File: src/rtl/alu_frame_pkg.sv
// Shared definitions for the ALU frame bridge: FSM state encoding and the
// opcode values understood by the external ALU.
package alu_frame_pkg;

  typedef enum logic [3:0] {
    IDLE,
    GET_OP,
    GET_A,
    GET_B,
    EXEC,
    LATCH,
    SEND_RES,
    SEND_STAT,
    SEND_ERR
  } state_t;

  localparam logic [5:0] OP_ADD = 6'b100000;
  localparam logic [5:0] OP_SUB = 6'b100010;
  localparam logic [5:0] OP_AND = 6'b100100;
  localparam logic [5:0] OP_OR  = 6'b100101;

endpackage

File: src/rtl/frame_timer.sv
// Inter-byte timeout for the frame receiver. Down-counter reloaded on clear;
// expired is the terminal-count compare (counter has reached zero).
module frame_timer #(
  parameter int unsigned TIMEOUT_CYC = 1000000
) (
  input  logic clk,
  input  logic reset,
  input  logic clear,
  output logic expired
);

  localparam int CNT_W = $clog2(TIMEOUT_CYC + 1);

  logic [CNT_W-1:0] cnt;

  // Reload on clear, otherwise count down and park at zero.
  always_ff @(posedge clk or negedge reset) begin
    if (!reset) begin
      cnt <= '0;
    end else if (clear) begin
      cnt <= CNT_W'(TIMEOUT_CYC);
    end else if (cnt != '0) begin
      cnt <= cnt - 1'b1;
    end
  end

  // Reset value of zero reads as expired; harmless because IDLE always clears.
  assign expired = (cnt == '0);

endmodule

File: src/rtl/alu_frame_bridge.sv
// Bridges a byte-serial FIFO pair to an external ALU: collects a request
// frame, fires the ALU, then streams back the result and a status byte.
//
// state     | meaning
// ----------+----------------------------------------------------------
// IDLE      | hunt for start byte, discard anything else
// GET_OP    | receive opcode byte, reject if upper bits set
// GET_A     | shift in operand A bytes, MSB first
// GET_B     | shift in operand B bytes, MSB first
// EXEC      | one-cycle alu_start strobe
// LATCH     | register ALU result and flags
// SEND_RES  | write result bytes, MSB first
// SEND_STAT | write status byte {0.., carry, zero}
// SEND_ERR  | write error byte, pulse frame_err
module alu_frame_bridge
  import alu_frame_pkg::*;
#(
  parameter int                 NB_DATA     = 8,
  parameter int                 NB_OPND     = 16,
  parameter int                 NB_OP       = 6,
  parameter logic [NB_DATA-1:0] START_FSM   = 8'hFF,
  parameter int unsigned        TIMEOUT_CYC = 1000000,
  parameter logic [NB_DATA-1:0] ERR_BYTE    = 8'hEE
) (
  input  logic               clk,
  input  logic               reset,
  input  logic [NB_DATA-1:0] rx_data,
  input  logic               rx_empty,
  output logic               rx_rd,
  input  logic               tx_full,
  output logic               tx_wr,
  output logic [NB_DATA-1:0] tx_data,
  output logic [NB_OPND-1:0] alu_a,
  output logic [NB_OPND-1:0] alu_b,
  output logic [NB_OP-1:0]   alu_op,
  output logic               alu_start,
  input  logic [NB_OPND-1:0] alu_result,
  input  logic               alu_carry,
  input  logic               alu_zero,
  output logic               busy,
  output logic               frame_err
);

  localparam int N     = NB_OPND / NB_DATA;
  localparam int CNT_W = (N > 1) ? $clog2(N) : 1;

  state_t             state, state_nxt;
  logic [CNT_W-1:0]   byte_cnt;
  logic               cnt_last;
  logic [NB_OPND-1:0] a_q, b_q, res_q;
  logic [NB_OP-1:0]   op_q;
  logic               carry_q, zero_q;
  logic               pop;
  logic               tmr_clear, tmr_exp;

  frame_timer #(.TIMEOUT_CYC(TIMEOUT_CYC)) u_timer (
    .clk     (clk),
    .reset   (reset),
    .clear   (tmr_clear),
    .expired (tmr_exp)
  );

  assign cnt_last = (byte_cnt == CNT_W'(N - 1));

  // State register.
  always_ff @(posedge clk or negedge reset) begin
    if (!reset) state <= IDLE;
    else        state <= state_nxt;
  end

  // Next-state decode and the strobe/byte outputs of each state.
  always_comb begin
    state_nxt = state;
    pop       = 1'b0;
    tx_wr     = 1'b0;
    tx_data   = '0;
    alu_start = 1'b0;
    frame_err = 1'b0;
    tmr_clear = 1'b0;
    case (state)
      IDLE: begin
        tmr_clear = 1'b1;
        if (!rx_empty) begin
          pop = 1'b1;
          if (rx_data == START_FSM) state_nxt = GET_OP;
        end
      end
      GET_OP: begin
        if (tmr_exp) begin
          state_nxt = SEND_ERR;
        end else if (!rx_empty) begin
          pop       = 1'b1;
          tmr_clear = 1'b1;
          if (rx_data[NB_DATA-1:NB_OP] != '0) state_nxt = SEND_ERR;
          else                                state_nxt = GET_A;
        end
      end
      GET_A, GET_B: begin
        if (tmr_exp) begin
          state_nxt = SEND_ERR;
        end else if (!rx_empty) begin
          pop       = 1'b1;
          tmr_clear = 1'b1;
          if (cnt_last) state_nxt = (state == GET_A) ? GET_B : EXEC;
        end
      end
      EXEC: begin
        alu_start = 1'b1;
        state_nxt = LATCH;
      end
      LATCH: state_nxt = SEND_RES;
      SEND_RES: begin
        tx_data = res_q[NB_OPND-1 -: NB_DATA];
        if (!tx_full) begin
          tx_wr = 1'b1;
          if (cnt_last) state_nxt = SEND_STAT;
        end
      end
      SEND_STAT: begin
        tx_data = NB_DATA'({carry_q, zero_q});
        if (!tx_full) begin
          tx_wr     = 1'b1;
          state_nxt = IDLE;
        end
      end
      SEND_ERR: begin
        tx_data = ERR_BYTE;
        if (!tx_full) begin
          tx_wr     = 1'b1;
          frame_err = 1'b1;
          state_nxt = IDLE;
        end
      end
      default: state_nxt = IDLE;
    endcase
  end

  // Frame datapath: operand shift-in, result latch and result shift-out.
  always_ff @(posedge clk or negedge reset) begin
    if (!reset) begin
      op_q     <= '0;
      a_q      <= '0;
      b_q      <= '0;
      res_q    <= '0;
      carry_q  <= 1'b0;
      zero_q   <= 1'b0;
      byte_cnt <= '0;
    end else begin
      case (state)
        IDLE: byte_cnt <= '0;
        GET_OP: begin
          byte_cnt <= '0;
          if (pop) op_q <= rx_data[NB_OP-1:0];
        end
        GET_A, GET_B: begin
          if (pop) begin
            if (state == GET_A) a_q <= (a_q << NB_DATA) | NB_OPND'(rx_data);
            else                b_q <= (b_q << NB_DATA) | NB_OPND'(rx_data);
            byte_cnt <= cnt_last ? '0 : byte_cnt + 1'b1;
          end
        end
        LATCH: begin
          res_q   <= alu_result;
          carry_q <= alu_carry;
          zero_q  <= alu_zero;
        end
        SEND_RES: begin
          if (tx_wr) begin
            res_q    <= res_q << NB_DATA;
            byte_cnt <= cnt_last ? '0 : byte_cnt + 1'b1;
          end
        end
        default: ;
      endcase
    end
  end

  // Pop is gated by reset so a held reset never drains the RX FIFO.
  assign rx_rd  = pop & reset;
  assign alu_a  = a_q;
  assign alu_b  = b_q;
  assign alu_op = op_q;
  assign busy   = (state != IDLE);

endmodule

File: config.mk
export PLATFORM = sky130hd
export DESIGN_NAME = alu_frame_bridge
export DESIGN_NICKNAME = d
export VERILOG_FILES = /design/src/rtl/alu_frame_pkg.sv /design/src/rtl/frame_timer.sv /design/src/rtl/alu_frame_bridge.sv
export SDC_FILE = /design/constraint.sdc
export NUM_CORES = 1
export LEC_CHECK = 0
export ABC_CLOCK_PERIOD_IN_PS = 2200
export CORE_ASPECT_RATIO = 0.8
export CORE_MARGIN = 2
export CORE_UTILIZATION = 46
export DETAILED_ROUTE_END_ITERATION = 10
export PLACE_DENSITY_LB_ADDON = 0.12
export SLEW_MARGIN = 20
export SYNTH_ARGS = -nofsm -noshare
export SYNTH_HDL_FRONTEND = slang
export SYNTH_SLANG_ARGS = --single-unit
File: constraint.sdc
create_clock -name clk -period 2.2 [get_ports clk]
set_input_delay 0.33 -clock clk [delete_from_list [all_inputs] [get_ports clk]]
set_output_delay 0.33 -clock clk [all_outputs]
set_load 0.02 [all_outputs]
==> results of run 1 <==
worst reg2reg max path: cells and delay by family, from the launching register on:
family / cells / cell delay [ps]
AO/OA/AOI/OAI: 1 / 170
AND/OR/NAND/NOR: 4 / 1340
flip-flops: 1 / 390
buffers and inverters: 1 / 170
kinds of logic (layout without fill, tap and decap cells):
logic type / after synthesis / after routing / synth area share (%)
muxes: 52 / 52 / 16.4
and+or+nand+nor: 120 / 120 / 16.0
buffers and inverters: 22 / 159 / 3.18
AOI/OAI and AO/OA: 65 / 65 / 11.1
DFF: 81 / 81 / 51.6
xor gates and xnor gates: 5 / 5 / 1.11
adders and majority gates: 2 / 2 / 0.636
sequential cells by signal, indices dropped and copies added, names as in the netlist:
signal and count:
byte_cnt 1, state 4, alu_a 16, alu_op 6, u_timer.cnt 20, alu_b 16
res_q 16, zero_q 1, carry_q 1
cell usage after synthesis (4+ instances only):
cell type and n:
sky130_fd_sc_hd__dfrtp_1 81, sky130_fd_sc_hd__nand2_1 33, sky130_fd_sc_hd__nor2_1 27, sky130_fd_sc_hd__o21ai_0 21, sky130_fd_sc_hd__mux2_2 20, sky130_fd_sc_hd__mux2_4 20
sky130_fd_sc_hd__mux2i_1 12, sky130_fd_sc_hd__nor3_1 12, sky130_fd_sc_hd__a21oi_1 10, sky130_fd_sc_hd__a22o_1 8, sky130_fd_sc_hd__clkbuf_1 8, sky130_fd_sc_hd__o31ai_1 7
sky130_fd_sc_hd__inv_1 6, sky130_fd_sc_hd__or3_1 6, sky130_fd_sc_hd__or4_1 6, sky130_fd_sc_hd__nand3_1 5, sky130_fd_sc_hd__nor4_1 5, sky130_fd_sc_hd__nand4_1 4
per-layer routing:
metal	vias to the layer above	track usage [%]
met5	-	0
met4	0	6.18
met3	10	4.21
met2	99	34.5
met1	1560	31.3
li1	1529	-
final timing paths:
| path | slack, ps | start | cells past startpoint | end |
|---|---|---|---|---|
| setup / recovery | 40 | u_timer.cnt[4] | 5 | rx_rd |
| hold / removal | 90 | reset | 2 | alu_a[15] |
| min in group clk | 480 | res_q[12] | 2 | res_q[12] |
| setup reg to reg | 70 | u_timer.cnt[4] | 6 | u_timer.cnt[12] |
| max in group asynchronous | 1220 | reset | 3 | res_q[15] |
| hold reg to reg | 480 | res_q[12] | 2 | res_q[12] |
repair_timing:
action,CTS,global route
gates resized for setup,17,19
pin swaps,1,2
gates cloned,0,0
hold buffers,0,0
setup buffers,1,4
setup endpoints to repair,17,47
power groups by stage:
stage	clock, mW	combinational, mW	sequential [mW]
after floorplan	0	1.25	2.46
after global placement	0	2.67	2.24
after detailed placement	0	2.71	2.26
after CTS	1.20	2.69	2.23
after global routing	1.27	2.97	2.30
final	1.16	2.77	2.23
layout make-up:
| class | count | area (sq um) | area share, % |
|---|---|---|---|
| inverter | 6 | 22.5 | 0.410 |
| sequential | 81 | 2030 | 36.9 |
| timing repair buffer | 137 | 1240 | 22.6 |
| tap | 112 | 140 | 2.55 |
| clock inverter | 7 | 86.3 | 1.57 |
| multi-input combinational | 244 | 1850 | 33.7 |
| clock buffer | 9 | 124 | 2.25 |
==> impl_table.tex, run 1 <==
\begin{tabular}{lr}
\hline
Metric & Value \\
\hline
\multicolumn{2}{l}{\textbf{Finish}} \\
Total inserted antenna cells & 0 \\
Post-route core utilization & 65.3\% \\
Share of cells above drive strength 1 & 29.1\% \\
Post-route cell area & between 0.005 and 0.006 sq mm \\
Leading cell types in the layout, fill and taps excluded & 81 x sky130\_fd\_sc\_hd\_\_dfrtp\_1, 66 x sky130\_fd\_sc\_hd\_\_clkdlybuf4s50\_1, 55 x sky130\_fd\_sc\_hd\_\_buf\_4 \\
Leading cell type in the layout, fill and taps excluded & sky130\_fd\_sc\_hd\_\_dfrtp\_1 \\
Final Net Count & approximately 500 \\
Area growth syn-to-layout & 39.8\% \\
FILL cells & 718 \\
Final cell count without fillers & roughly 600 \\
\multicolumn{2}{l}{\textbf{Timing}} \\
Maximum clock rate & 463 MHz \\
Max-slew headroom at the worst pin & 60.2\% \\
Hold violation count in the final report & 0 \\
Post-route worst setup slack & 41.4 ps \\
Number of pins exceeding their max-slew limit in the final report & 0 \\
Shortest clock period the worst path allows after layout & 2160 ps \\
Final count of negative-setup-slack endpoints & 0 \\
Final setup TNS & 0 ps \\
Least-Margin Pin Slew & 597 ps \\
Setup skew after layout & 12.0 ps \\
Setup repair after global routing missed its margin & true \\
Final worst-path cycle share & 98.1\% \\
Worst Hold Slack & 93.4 ps \\
\multicolumn{2}{l}{\textbf{Global route}} \\
Largest net degree at the start of global routing & 48 \\
Vias in the first global route & 3135 \\
Wire length of the first global-routing pass & 15.8 mm \\
Global route overflow & 0 \\
Antenna violations before repair & 0 \\
Aggregate global-route resource usage & 22.0\% \\
\multicolumn{2}{l}{\textbf{Clocking}} \\
Register clock-pin slew on the reported worst setup and hold paths & 100 ps \\
Maximum clock path buffer count & 2 \\
Maximum level of the CTS H-tree & 3 \\
Clock sink total & 81 \\
TritonCTS clock tree & done \\
Cell at the root of the clock tree & sky130\_fd\_sc\_hd\_\_clkbuf\_8 \\
Clock latency on the worst-skew pair & approximately 360 ps \\
Num CTS Buffers & 9 \\
\multicolumn{2}{l}{\textbf{Drt}} \\
Detailed-route via count & between 3000 and 4000 \\
DRC errors left & 0 \\
Average wire length per cell after detail routing & around 16 microns \\
Number of DRC violations after detailed-routing iteration 0 & 161 \\
Mean number of vias per cell & 5.37 \\
Top routing layer used & met4 \\
Routed met3 length & about 550 microns \\
Wire length on met1 & 4.77 mm \\
Initial DRT Pass Iterations & 4 \\
Count of antenna-violating nets left after detailed routing & 0 \\
Final wirelength & 9.76 mm \\
Met2 wirelength from detailed routing & roughly 4.3 mm \\
\multicolumn{2}{l}{\textbf{Critical path}} \\
Slowest stage cell, crit path & sky130\_fd\_sc\_hd\_\_dfrtp\_1 \\
Worst Path Buf+Inv & 1 \\
List of cells traversed by the critical path & or3\_4 -> or2\_1 -> nor3\_2 -> nor2\_1 -> buf\_2 \\
Arr. time, crit path & 1830 ps \\
Cell family contributing the most delay on the critical path & simple AND/OR/NAND/NOR gates \\
Delay of the slowest cell on the worst path & between 300 and 400 ps \\
Kind of end point of the critical path & output port \\
WS Path Type & reg -> out \\
Required time reported for the critical path endpoint & between 1500 and 2000 ps \\
Largest fanout on the critical path & 2 \\
Startpoint type of the worst setup path & flop \\
\multicolumn{2}{l}{\textbf{Power and ir drop}} \\
Switching fraction of total power & 36.7\% \\
Internal power contribution & 3.90 mW \\
Combinational group share of total power & around 45\% \\
Max VDD drop & 0.000493 V \\
Leakage power of the design & between 2 and 2.5 nW \\
Total chip power & approximately 6.2 mW \\
Power Density & about 1100 mW/mm\^{}2 \\
Power dissipated by switching net loads & 2.26 mW \\
Relative contribution of the clock network to total power & 18.9\% \\
Sequential Power Share & between 30\% and 40\% \\
\multicolumn{2}{l}{\textbf{Die}} \\
Area inside the core boundary & roughly 0.0084 sq mm \\
X dimension of the die & 107 microns \\
Die area & 0.00931 sq mm \\
Number of cell rows & 30 \\
Ports placed on the boundary & 81 \\
Chip height & 86.7 microns \\
Initial core utilization & 46.8\% \\
\multicolumn{2}{l}{\textbf{Job}} \\
Total of max-cap violations & 0 \\
\multicolumn{2}{l}{\textbf{Min path}} \\
Class of the tightest hold or removal check & in -> async \\
\multicolumn{2}{l}{\textbf{Synthesis}} \\
Portion of synthesized cell area occupied by the leading cell type & around 52\% \\
Count of synthesis-stage warnings from yosys & 0 \\
Syn\_area\_per\_cell & 11.3 sq um \\
Number of cells produced by synthesis & approximately 350 \\
Synthesized cell area & 0.00393 sq mm \\
Register bit count reported by yosys & 81 \\
Syn nets & 379 \\
Most used flip-flop cell after synthesis & sky130\_fd\_sc\_hd\_\_dfrtp\_1 \\
Register area share after synthesis & 51.6\% \\
Number of synthesized flops with an enable pin & 0 \\
Synth unique cells & 54 \\
Cell type with the largest total area after synthesis & sky130\_fd\_sc\_hd\_\_dfrtp\_1 \\
Share of synthesized registers carrying an async set or reset & 100\% \\
Synth area leaders & sky130\_fd\_sc\_hd\_\_dfrtp\_1 52\%, sky130\_fd\_sc\_hd\_\_mux2\_4 7.6\%, sky130\_fd\_sc\_hd\_\_mux2\_2 5.7\% \\
\multicolumn{2}{l}{\textbf{Place}} \\
Final GP Congestion & 0.899 \\
Detailed Place HPWL & 7.18 mm \\
Instance count after placement with tap cells included & 575 \\
Number of buffer cells added on primary ports & 80 \\
Dpl cell area & approximately 0.0052 sq mm \\
Pre-CTS worst setup slack & -94.8 ps \\
\multicolumn{2}{l}{\textbf{Run status}} \\
Outcome & completed \\
\hline
\end{tabular}
(Power assumes the default switching activity.)
==> run 2, diff against run 1 <==
--- a/config.mk
+++ b/config.mk
@@ -11,7 +11,6 @@
 export CORE_UTILIZATION = 46
 export DETAILED_ROUTE_END_ITERATION = 10
 export PLACE_DENSITY_LB_ADDON = 0.12
-export SLEW_MARGIN = 20
 export SYNTH_ARGS = -nofsm -noshare
 export SYNTH_HDL_FRONTEND = slang
 export SYNTH_SLANG_ARGS = --single-unit
==> results of run 2 <==
Same layout as run 1: the final DEF is identical, and so are final timing and power.
